**config.mk**
```make
export PLATFORM = sky130hd
export DESIGN_NAME = ipsl_pcie_dma_cpld_rx_ctrl
export DESIGN_NICKNAME = d
export VERILOG_FILES = /design/src/rtl/ipsl_pcie_dma_cpld_rx_ctrl.sv
export SDC_FILE = /design/constraint.sdc
export NUM_CORES = 1
export LEC_CHECK = 0
export CAP_MARGIN = 25
export CORE_ASPECT_RATIO = 0.8
export CORE_MARGIN = 2
export CORE_UTILIZATION = 25
export CTS_CLUSTER_DIAMETER = 200
export DETAILED_ROUTE_END_ITERATION = 10
export PLACE_DENSITY = 0.58
export SLEW_MARGIN = 20
export SYNTH_ARGS = -nofsm -noshare
export SYNTH_HDL_FRONTEND = slang
export SYNTH_SLANG_ARGS = --single-unit
export TNS_END_PERCENT = 10
```
**constraint.sdc**
```tcl
create_clock -name clk -period 5.1 [get_ports clk]
set_input_delay 1.02 -clock clk [delete_from_list [all_inputs] [get_ports clk]]
set_output_delay 1.02 -clock clk [all_outputs]
set_load 0.005 [all_outputs]
```
**src/rtl/ipsl_pcie_dma_cpld_rx_ctrl.sv**
```systemverilog
// Completion RX path: realigns 3DW-header CplD payload into packed 128b write beats and releases tags.
// Optional requester-ID filter: define IPSL_PCIE_CPLD_REQID_CHK_EN.
module ipsl_pcie_dma_cpld_rx_ctrl #(
    parameter int TAG_W = 6,
    parameter int CNT_W = 14
) (
    input  logic             clk,
    input  logic             rst,
    input  logic [7:0]       i_cfg_pbus_num,
    input  logic [4:0]       i_cfg_pbus_dev_num,
    input  logic             i_axis_master_tvld,
    output logic             o_axis_master_trdy,
    input  logic [127:0]     i_axis_master_tdata,
    input  logic             i_axis_master_tlast,
    input  logic             i_wr_rdy,
    output logic             o_wr_vld,
    output logic [127:0]     o_wr_data,
    output logic [3:0]       o_wr_dw_vld,
    output logic [TAG_W-1:0] o_wr_tag,
    output logic [6:0]       o_wr_lower_addr,
    output logic             o_wr_sop,
    output logic             o_wr_eop,
    output logic             o_cpld_rcv,
    output logic [7:0]       o_cpld_tag,
    output logic             o_cpl_err,
    output logic             o_drop,
    output logic [CNT_W-1:0] o_cpld_sum
);
    typedef enum logic [1:0] {HDR, DATA, FLUSH, DROP} state_t;

    state_t             state_q, state_d;
    logic [10:0]        rem_q, rem_d;
    logic [31:0]        carry_q, carry_d;
    logic               sop_pend_q, sop_pend_d, final_q, final_d;
    logic [2:0]         status_q, status_d;
    logic [TAG_W-1:0]   tag_q, tag_d;
    logic [6:0]         la_q, la_d;
    logic               vld_q, vld_d, sop_q, sop_d, eop_q, eop_d;
    logic [127:0]       data_q, data_d;
    logic [3:0]         dw_q, dw_d;
    logic               rcv_q, rcv_d, err_q, err_d, drop_q, drop_d;
    logic [7:0]         ctag_q, ctag_d;
    logic [CNT_W-1:0]   sum_q, sum_d;

    logic [127:0] td;
    logic [10:0]  len_ext, rem_n;
    logic [7:0]   hdr_tag, fin_tag;
    logic         is_cpld, is_cpl, tag_ok, rid_ok, hdr_final, acc;
    logic [2:0]   n, cnt, fin_st;
    logic         emit, fin, fin_drop, fin_final, e_sop;
    logic [127:0] e_data;
    logic [3:0]   e_dw;

    assign td        = i_axis_master_tdata;
    assign len_ext   = (td[9:0] == 10'd0) ? 11'd1024 : {1'b0, td[9:0]};
    assign hdr_tag   = td[79:72];
    assign is_cpld   = td[31:24] == 8'h4A;
    assign is_cpl    = td[31:24] == 8'h0A;
    assign tag_ok    = (hdr_tag >> TAG_W) == 8'd0;
    // byte_count of 0 encodes 4096 and len of 0 encodes 1024 DW, so a 12-bit compare covers both
    assign hdr_final = td[43:32] == {td[9:0], 2'b00};

`ifdef IPSL_PCIE_CPLD_REQID_CHK_EN
    assign rid_ok = td[95:80] == {i_cfg_pbus_num, i_cfg_pbus_dev_num, 3'b000};
    logic unused_bits;
    assign unused_bits = ^{td[23:10], td[63:48], td[44], td[71]};
`else
    assign rid_ok = 1'b1;
    logic unused_bits;
    assign unused_bits = ^{td[23:10], td[63:48], td[44], td[71], td[95:80],
                           i_cfg_pbus_num, i_cfg_pbus_dev_num};
`endif

    always_comb begin
        case (state_q)
            DROP:    o_axis_master_trdy = 1'b1;
            FLUSH:   o_axis_master_trdy = 1'b0;
            default: o_axis_master_trdy = i_wr_rdy;
        endcase
    end
    assign acc = i_axis_master_tvld & o_axis_master_trdy;

    // DATA beat: carry DW plus up to 3 new DWs go out; a 4th new DW becomes the next carry
    assign n     = (rem_q > 11'd3) ? 3'd4 : rem_q[2:0];
    assign cnt   = (n == 3'd4) ? 3'd4 : n + 3'd1;
    assign rem_n = rem_q - {8'd0, n};

    always_comb begin
        state_d = state_q;  rem_d = rem_q;  carry_d = carry_q;  sop_pend_d = sop_pend_q;
        final_d = final_q;  status_d = status_q;  tag_d = tag_q;  la_d = la_q;
        emit = 1'b0;  e_data = '0;  e_dw = '0;  e_sop = 1'b0;
        fin = 1'b0;  fin_drop = 1'b0;  fin_st = status_q;  fin_final = final_q;
        fin_tag = {{(8-TAG_W){1'b0}}, tag_q};
        rcv_d = 1'b0;  err_d = 1'b0;  drop_d = 1'b0;  ctag_d = 8'd0;  sum_d = sum_q;
        case (state_q)
            HDR: if (acc) begin
                if (is_cpld && tag_ok && rid_ok) begin
                    tag_d = hdr_tag[TAG_W-1:0];  la_d = td[70:64];
                    status_d = td[47:45];  final_d = hdr_final;
                    carry_d = td[127:96];  rem_d = len_ext - 11'd1;  sop_pend_d = 1'b1;
                    fin_st = td[47:45];  fin_final = hdr_final;  fin_tag = hdr_tag;
                    if (i_axis_master_tlast || len_ext == 11'd1) begin
                        emit = 1'b1;  e_data = {96'd0, td[127:96]};  e_dw = 4'b0001;
                        e_sop = 1'b1;  sop_pend_d = 1'b0;  fin = 1'b1;
                        fin_drop = i_axis_master_tlast ? (len_ext != 11'd1) : 1'b1;
                        state_d  = i_axis_master_tlast ? HDR : DROP;
                    end else begin
                        state_d = DATA;
                    end
                end else if (is_cpl && tag_ok && rid_ok) begin
                    err_d = 1'b1;  rcv_d = 1'b1;  ctag_d = hdr_tag;
                    if (!i_axis_master_tlast) state_d = DROP;
                end else begin
                    drop_d = 1'b1;
                    if (!i_axis_master_tlast) state_d = DROP;
                end
            end
            DATA: if (acc) begin
                emit = 1'b1;  e_data = {td[95:0], carry_q};  e_dw = 4'b1111 >> (3'd4 - cnt);
                e_sop = sop_pend_q;  sop_pend_d = 1'b0;  carry_d = td[127:96];  rem_d = rem_n;
                if (i_axis_master_tlast) begin
                    if (rem_n != 11'd0) begin
                        fin = 1'b1;  fin_drop = 1'b1;  state_d = HDR;
                    end else if (n == 3'd4) begin
                        state_d = FLUSH;
                    end else begin
                        fin = 1'b1;  state_d = HDR;
                    end
                end else if (rem_n == 11'd0) begin
                    fin = 1'b1;  fin_drop = 1'b1;  state_d = DROP;
                end
            end
            FLUSH: if (i_wr_rdy) begin
                emit = 1'b1;  e_data = {96'd0, carry_q};  e_dw = 4'b0001;
                fin = 1'b1;  state_d = HDR;
            end
            default: if (acc && i_axis_master_tlast) state_d = HDR;
        endcase
        if (fin) begin
            if (fin_drop) begin
                drop_d = 1'b1;
            end else begin
                if (fin_st != 3'b000) err_d = 1'b1;
                else                  sum_d = sum_q + CNT_W'(1);
                if (fin_st != 3'b000 || fin_final) begin
                    rcv_d = 1'b1;  ctag_d = fin_tag;
                end
            end
        end
        vld_d  = emit | (vld_q & ~i_wr_rdy);
        data_d = emit ? e_data : data_q;
        dw_d   = emit ? e_dw   : dw_q;
        sop_d  = emit ? e_sop  : sop_q;
        eop_d  = emit ? fin    : eop_q;
    end

    always_ff @(posedge clk) begin
        if (rst) begin
            state_q <= HDR;  rem_q <= '0;  carry_q <= '0;  sop_pend_q <= 1'b0;
            final_q <= 1'b0;  status_q <= '0;  tag_q <= '0;  la_q <= '0;
            vld_q <= 1'b0;  data_q <= '0;  dw_q <= '0;  sop_q <= 1'b0;  eop_q <= 1'b0;
            rcv_q <= 1'b0;  err_q <= 1'b0;  drop_q <= 1'b0;  ctag_q <= '0;  sum_q <= '0;
        end else begin
            state_q <= state_d;  rem_q <= rem_d;  carry_q <= carry_d;  sop_pend_q <= sop_pend_d;
            final_q <= final_d;  status_q <= status_d;  tag_q <= tag_d;  la_q <= la_d;
            vld_q <= vld_d;  data_q <= data_d;  dw_q <= dw_d;  sop_q <= sop_d;  eop_q <= eop_d;
            rcv_q <= rcv_d;  err_q <= err_d;  drop_q <= drop_d;  ctag_q <= ctag_d;  sum_q <= sum_d;
        end
    end

    assign o_wr_vld        = vld_q;
    assign o_wr_data       = data_q;
    assign o_wr_dw_vld     = dw_q;
    assign o_wr_tag        = tag_q;
    assign o_wr_lower_addr = la_q;
    assign o_wr_sop        = sop_q;
    assign o_wr_eop        = eop_q;
    assign o_cpld_rcv      = rcv_q;
    assign o_cpld_tag      = ctag_q;
    assign o_cpl_err       = err_q;
    assign o_drop          = drop_q;
    assign o_cpld_sum      = sum_q;
endmodule

```
==> results of run 1 <==
-- how the worst min path moves through the flow --
stage	start	endpoint	slack, ps	cells after the start
finish	o_wr_data[3]	o_wr_data[3]	450	2
detailed placement	sop_pend_q	sop_pend_q	450	2
floorplan	sop_pend_q	sop_pend_q	430	2
global placement	carry_q[14]	carry_q[14]	440	2
global route	carry_q[28]	carry_q[28]	470	2
CTS	o_wr_data[3]	o_wr_data[3]	460	2
-- cell families (layout without fill, tap and decap cells) --
| logic type | after synthesis | in the layout | synth area share [%] |
|---|---|---|---|
| compound gates | 315 | 315 | 22.8 |
| xor+xnor | 19 | 19 | 1.83 |
| fa+ha+maj | 12 | 12 | 1.65 |
| buf+inv | 101 | 384 | 4.42 |
| flops | 223 | 223 | 49.1 |
| mux | 6 | 6 | 0.689 |
| other cells | 2 | 3 | 0.0827 |
| simple gates | 396 | 396 | 19.4 |
-- layer usage --
| layer | GRT usage [%] | wire [µm] | vias up |
|---|---|---|---|
| li1 | - | - | 4320 |
| met5 | 0 | 0 | - |
| met3 | 4.81 | 2310 | 46 |
| met1 | 19.6 | 13600 | 4179 |
| met2 | 25.3 | 13900 | 236 |
| met4 | 4.05 | 738 | 0 |
-- sequential cells by signal, indices dropped and copies added, names as in the netlist, 2 cells and up --
| signal | cells |
|---|---|
| o_wr_data | 128 |
| state_q | 2 |
| o_wr_lower_addr | 7 |
| o_cpld_sum | 14 |
| carry_q | 32 |
| o_wr_dw_vld | 4 |
| status_q | 3 |
| o_wr_tag | 6 |
| o_cpld_tag | 8 |
| rem_q | 11 |
-- through the flow --
stage                     utilization (%)  cells  area (µm²)
after CTS                            37.5   1838       13400
final                                37.5   1838       13400
after floorplan                         -   1075        9090
after detailed placement             35.2   1793       12600
after global placement               35.2   1793       12600
after global routing                 37.5   1838       13400
-- critical path, stage by stage (launching register included) --
cell and delay [ps]:
dfxtp_1 400, or4_1 690, o21ai_0 230, ha_1 390, o21ai_0 150, and4_1 230
or2_2 340, nor2_1 100, nand2_1 80, ha_1 280, nand2_1 70, a21boi_0 110
nand2b_1 220, nor2_1 160, nand3_1 300, or4_1 570, a21oi_1 160
-- layout make-up --
| class | instances | area, µm² | area share (%) |
|---|---|---|---|
| well taps | 480 | 601 | 4.47 |
| clock buffers | 33 | 738 | 5.50 |
| inverters | 15 | 56.3 | 0.419 |
| multi-input cells | 751 | 4260 | 31.7 |
| clock inverters | 12 | 91.3 | 0.680 |
| repair buffers | 324 | 3220 | 24.0 |
| flip-flops and latches | 223 | 4460 | 33.2 |
-- power breakdown --
part           internal (mW)  switching (mW)  total (mW)
combinational          0.220           0.253       0.472
clock                   1.07           0.754        1.82
sequential              1.78          0.0285        1.80
total                   3.06            1.04        4.10
-- cell usage in the layout (no fill, tap or decap), drive strengths merged, types with 4 or more instances in the layout --
cell type      synthesis  final
a22o                   4      4
o41ai                  4      4
a211oi                 7      7
nor3                  21     21
mux2i                  4      4
a21o                   4      4
inv                   15     15
a22oi                129    129
clkdlybuf4s50          0    305
or4                   12     12
buf                    6     19
nand3                 15     15
and2                   5      5
dfxtp                223    223
nand4                  8      8
clkbuf                80     33
o21ai                 24     24
nand2b                 9      9
and3                   4      4
o211ai                 6      6
a21oi                112    112
ha                    12     12
nand2                162    162
clkinv                 0     10
or3                    8      8
nor2b                  5      5
o31ai                 11     11
nor4                   5      5
nor2                 131    131
xnor2                 13     13
xor2                   6      6
==> flow_summary.ini, run 1 <==
[worst_setup_path]
worstPathMaxFanout = 10
reg2reg_from = rem_q[3]
r2r_setup_slack_ps = 560
worstSetupPathType = reg2reg
crit_end = o_cpld_sum[11]
crit_start = rem_q[3]
cp-end-kind = register
worst_setup_path_start_kind = register
rr_endpoint = o_cpld_sum[11]
crit_required_ps = 5560
worstRegToRegCells = 16
worstPathArrival_ps = 5000

[power]
max-vdd-ir-drop_mv = 0.223
leakagePower_nw = 4.58
total_power_mw = 4.10
power_density_mw_per_mm2 = 305

[logic_synthesis]
synthFlopType = dfxtp_1
synth-seq-cells = 223
yosysMostFrequentCell = dfxtp_1
ys_seq_area_share_pct = 49.1
synth.distinct_cells = 55
synthesis.area_mm2 = 0.00908
yosys_warnings = 0
synth_edf_count = 0
synthArstFlopShare_pct = 0
synthCells = 1074
avgSynthCellArea_um2 = 8.46
synth.cells.most_frequent = dfxtp_1 (223), nand2_1 (162), nor2_1 (131), a22oi_1 (129), a21oi_1 (112)
synth_top_cell_area_share_pct = 49.1
synth_top_area_cell = dfxtp_1
synth.top_cells.by_area = dfxtp_1 (49%), a22oi_1 (11%), nand2_1 (6.7%), a21oi_1 (6.2%), nor2_1 (5.4%)

[placed_design]
port_buffers = 306
dp_hpwl_um = 20600
dpl_worst_slack_ps = 636
gp_congestion = 0.824

[floorplan]
ioPinCount = 320
start_util_pct = 25.3
dieHeight_um = 175
die_w_um = 217
std_cell_rows = 62
core-area_mm2 = 0.0358
dieArea_mm2 = 0.0379

[clock_tree]
cts_setup_buffers = 0
cts_hold_buf = 0
cts_sinks = 223
clock-root-buffer = clkbuf_16
clk_path_buf_depth = 3
cts_tree = built
cts_resized = 0
insertion_delay_ps = 540
path_clk_slew_ps = 60
ctsHtreeMaxLevel = 1
numCtsBuffers = 26

[global_routing]
overflow = 0
grt_pass1_vias = 8450
grt_max_degree = 119
grt_use_total_pct = 15.4
grt_first_pass_wirelength_um = 47200
antenna_found_initial = 0

[layout]
fillerInstances = 3706
antenna_cells = 0
area_growth_pct = 47.8
layout-drive-gt1-share_pct = 5.74
fin_nets = 1499

[timing]
fin_ws_ps = 563
finalHoldViolations = 0
tightest_slew_ps = 861
finalSetupTns_ps = 0
final-setup-viol-count = 0
fin_hold_ws_ps = 452
relSlewSlack_pct = 42.6
finalCritPeriodShare_pct = 89.0
rsz0062_at_grt = no
max_freq_ghz = 0.220
slew_violations = 0
skew_ps = 7.85
min_period_ps = 4540

[detailed_routing]
viasPerCell = 4.78
drt_iter0_drc = 623
drtAntennaViolNets = 0
via_count = 8781
dr.pass1.iters = 5
routed_wl_um = 30600
drc = 0
drt-wirelength-per-cell_um = 16.7

[status]
outcome = completed

[job]
cap_violations = 0

[min_path]
min_path_type = reg2reg
Note: power is estimated with default switching activity, not from simulation.
==> run 2: changes to the inputs <==
- CORE_ASPECT_RATIO: 0.8 -> unset
- CORE_MARGIN: 2 -> unset
==> flow_summary.ini, run 2 (synthesized netlist as in run 1, its figures left out) <==
[detailed_routing]
dr.pass1.iters = 8
routed_wl_um = 30200
drt-wirelength-per-cell_um = 16.5
drt_iter0_drc = 532
via_count = 8890
drc = 16
viasPerCell = 4.87
drtAntennaViolNets = 0

[timing]
max_freq_ghz = 0.213
finalSetupTns_ps = 0
rsz0062_at_grt = no
finalCritPeriodShare_pct = 92.1
min_period_ps = 4700
tightest_slew_ps = 848
relSlewSlack_pct = 43.5
slew_violations = 0
finalHoldViolations = 0
skew_ps = 20.9
final-setup-viol-count = 0

[clock_tree]
numCtsBuffers = 28
path_clk_slew_ps = 60
cts_setup_buffers = 0
cts_sinks = 223
cts_resized = 0
cts_hold_buf = 0
ctsHtreeMaxLevel = 1
cts_tree = built
clk_path_buf_depth = 3
insertion_delay_ps = 550
clock-root-buffer = clkbuf_16

[global_routing]
antenna_found_initial = 1
grt_first_pass_wirelength_um = 46200
grt_max_degree = 136
overflow = 0
grt_pass1_vias = 8327
grt_use_total_pct = 15.7

[power]
switchingPower_mw = 1.07
p_int_mw = 3.23
pwr-share-seq_pct = 42.0
pwr-share-clk_pct = 47.1
max-vdd-ir-drop_mv = 0.283
leakagePower_nw = 4.62
p_comb_share_pct = 10.9
power_density_mw_per_mm2 = 318
p_sw_share_pct = 24.9

[layout]
final_common_cell = clkdlybuf4s50_1
fin_nets = 1503
layout-drive-gt1-share_pct = 6.00
mostFrequentLayoutCells = clkdlybuf4s50_1 (305), dfxtp_1 (223), nand2_1 (162), nor2_1 (129), a22oi_1 (129)
largest_register_ffs = 128
antenna_cells = 0
fin_area_mm2 = 0.0135
area_growth_pct = 48.9

[worst_setup_path]
rr_endpoint = o_cpld_sum[9]
worstPathMaxFanout = 10
worst_setup_path_start_kind = register
r2r_setup_slack_ps = 400
cp-end-kind = register
worstRegToRegCells = 17
worstSetupPathType = reg2reg
worstPathArrival_ps = 5160
crit_start = rem_q[3]
crit_required_ps = 5560
reg2reg_from = rem_q[3]

[status]
outcome = complete, but fails checks
violations = DRC

[min_path]
min_to = carry_q[1]
hold_start = carry_q[1]
min_path_type = reg2reg
holdPathStages = 2

[placed_design]
dpl_cell_area_mm2 = 0.0126
gp_congestion = 0.806
port_buffers = 306
dp_hpwl_um = 20500

[floorplan]
core-area_mm2 = 0.0357
start_util_pct = 25.5
dieHeight_um = 193
dieArea_mm2 = 0.0371
die_w_um = 193
ioPinCount = 320
std_cell_rows = 69

[job]
cap_violations = 0
## run 2: through the flow
step	power, mW	util [%]	hold slack [ps]	instances	setup WS [ps]
after floorplan	2.07	-	432	1075	834
after global routing	4.48	37.9	465	1827	65.9
final	4.30	37.9	452	1827	401
after CTS	4.36	37.9	455	1827	474
after global placement	2.31	35.3	441	1776	545
after detailed placement	2.31	35.3	447	1776	504
## run 2: cell type report
| class | count | area (µm²) |
|---|---|---|
| clock buffers | 38 | 788 |
| clock inverters | 13 | 163 |
| fillers | 3652 | 22100 |
| inverters | 15 | 56.3 |
| multi-input cells | 751 | 4250 |
| flip-flops and latches | 223 | 4460 |
| well taps | 461 | 577 |
| repair buffers | 326 | 3230 |
## run 2: metal layers
layer / share of wire, % / GRT usage, % / vias to the layer above
li1: - / - / 4352
met1: 42 / 19.4 / 4235
met2: 48 / 26.5 / 261
met3: 7.0 / 4.27 / 40
met4: 2.6 / 4.60 / 2
met5: 0.036 / 0 / -
## run 2: worst max path at each step
| stage | end |
|---|---|
| final | o_cpld_sum[9] |
| after global routing | o_cpld_sum[11] |
| after CTS | o_cpld_sum[9] |
| after detailed placement | o_cpld_sum[9] |
| after global placement | o_cpld_sum[13] |
| after floorplan | o_cpld_sum[10] |
## run 2: critical path: stages (launching register included)
cell and delay, ps:
dfxtp_1 400, or4_1 670, o21ai_0 220, ha_1 380, o21ai_0 120, buf_4 170, and4_1 190, or2_2 340
nor2_1 100, nand2_1 90, ha_1 290, nand2_1 60, a21boi_0 100, nand2b_1 260, nor2_1 180, nand3_1 300
or4_1 560, a21oi_1 160
## run 2: power groups by stage
stage | combinational (mW) | sequential [mW] | clock (mW)
after floorplan | 0.237 | 1.83 | 0
after global placement | 0.469 | 1.84 | 0
after detailed placement | 0.472 | 1.84 | 0
after CTS | 0.474 | 1.80 | 2.08
after global routing | 0.515 | 1.81 | 2.16
final | 0.469 | 1.80 | 2.02
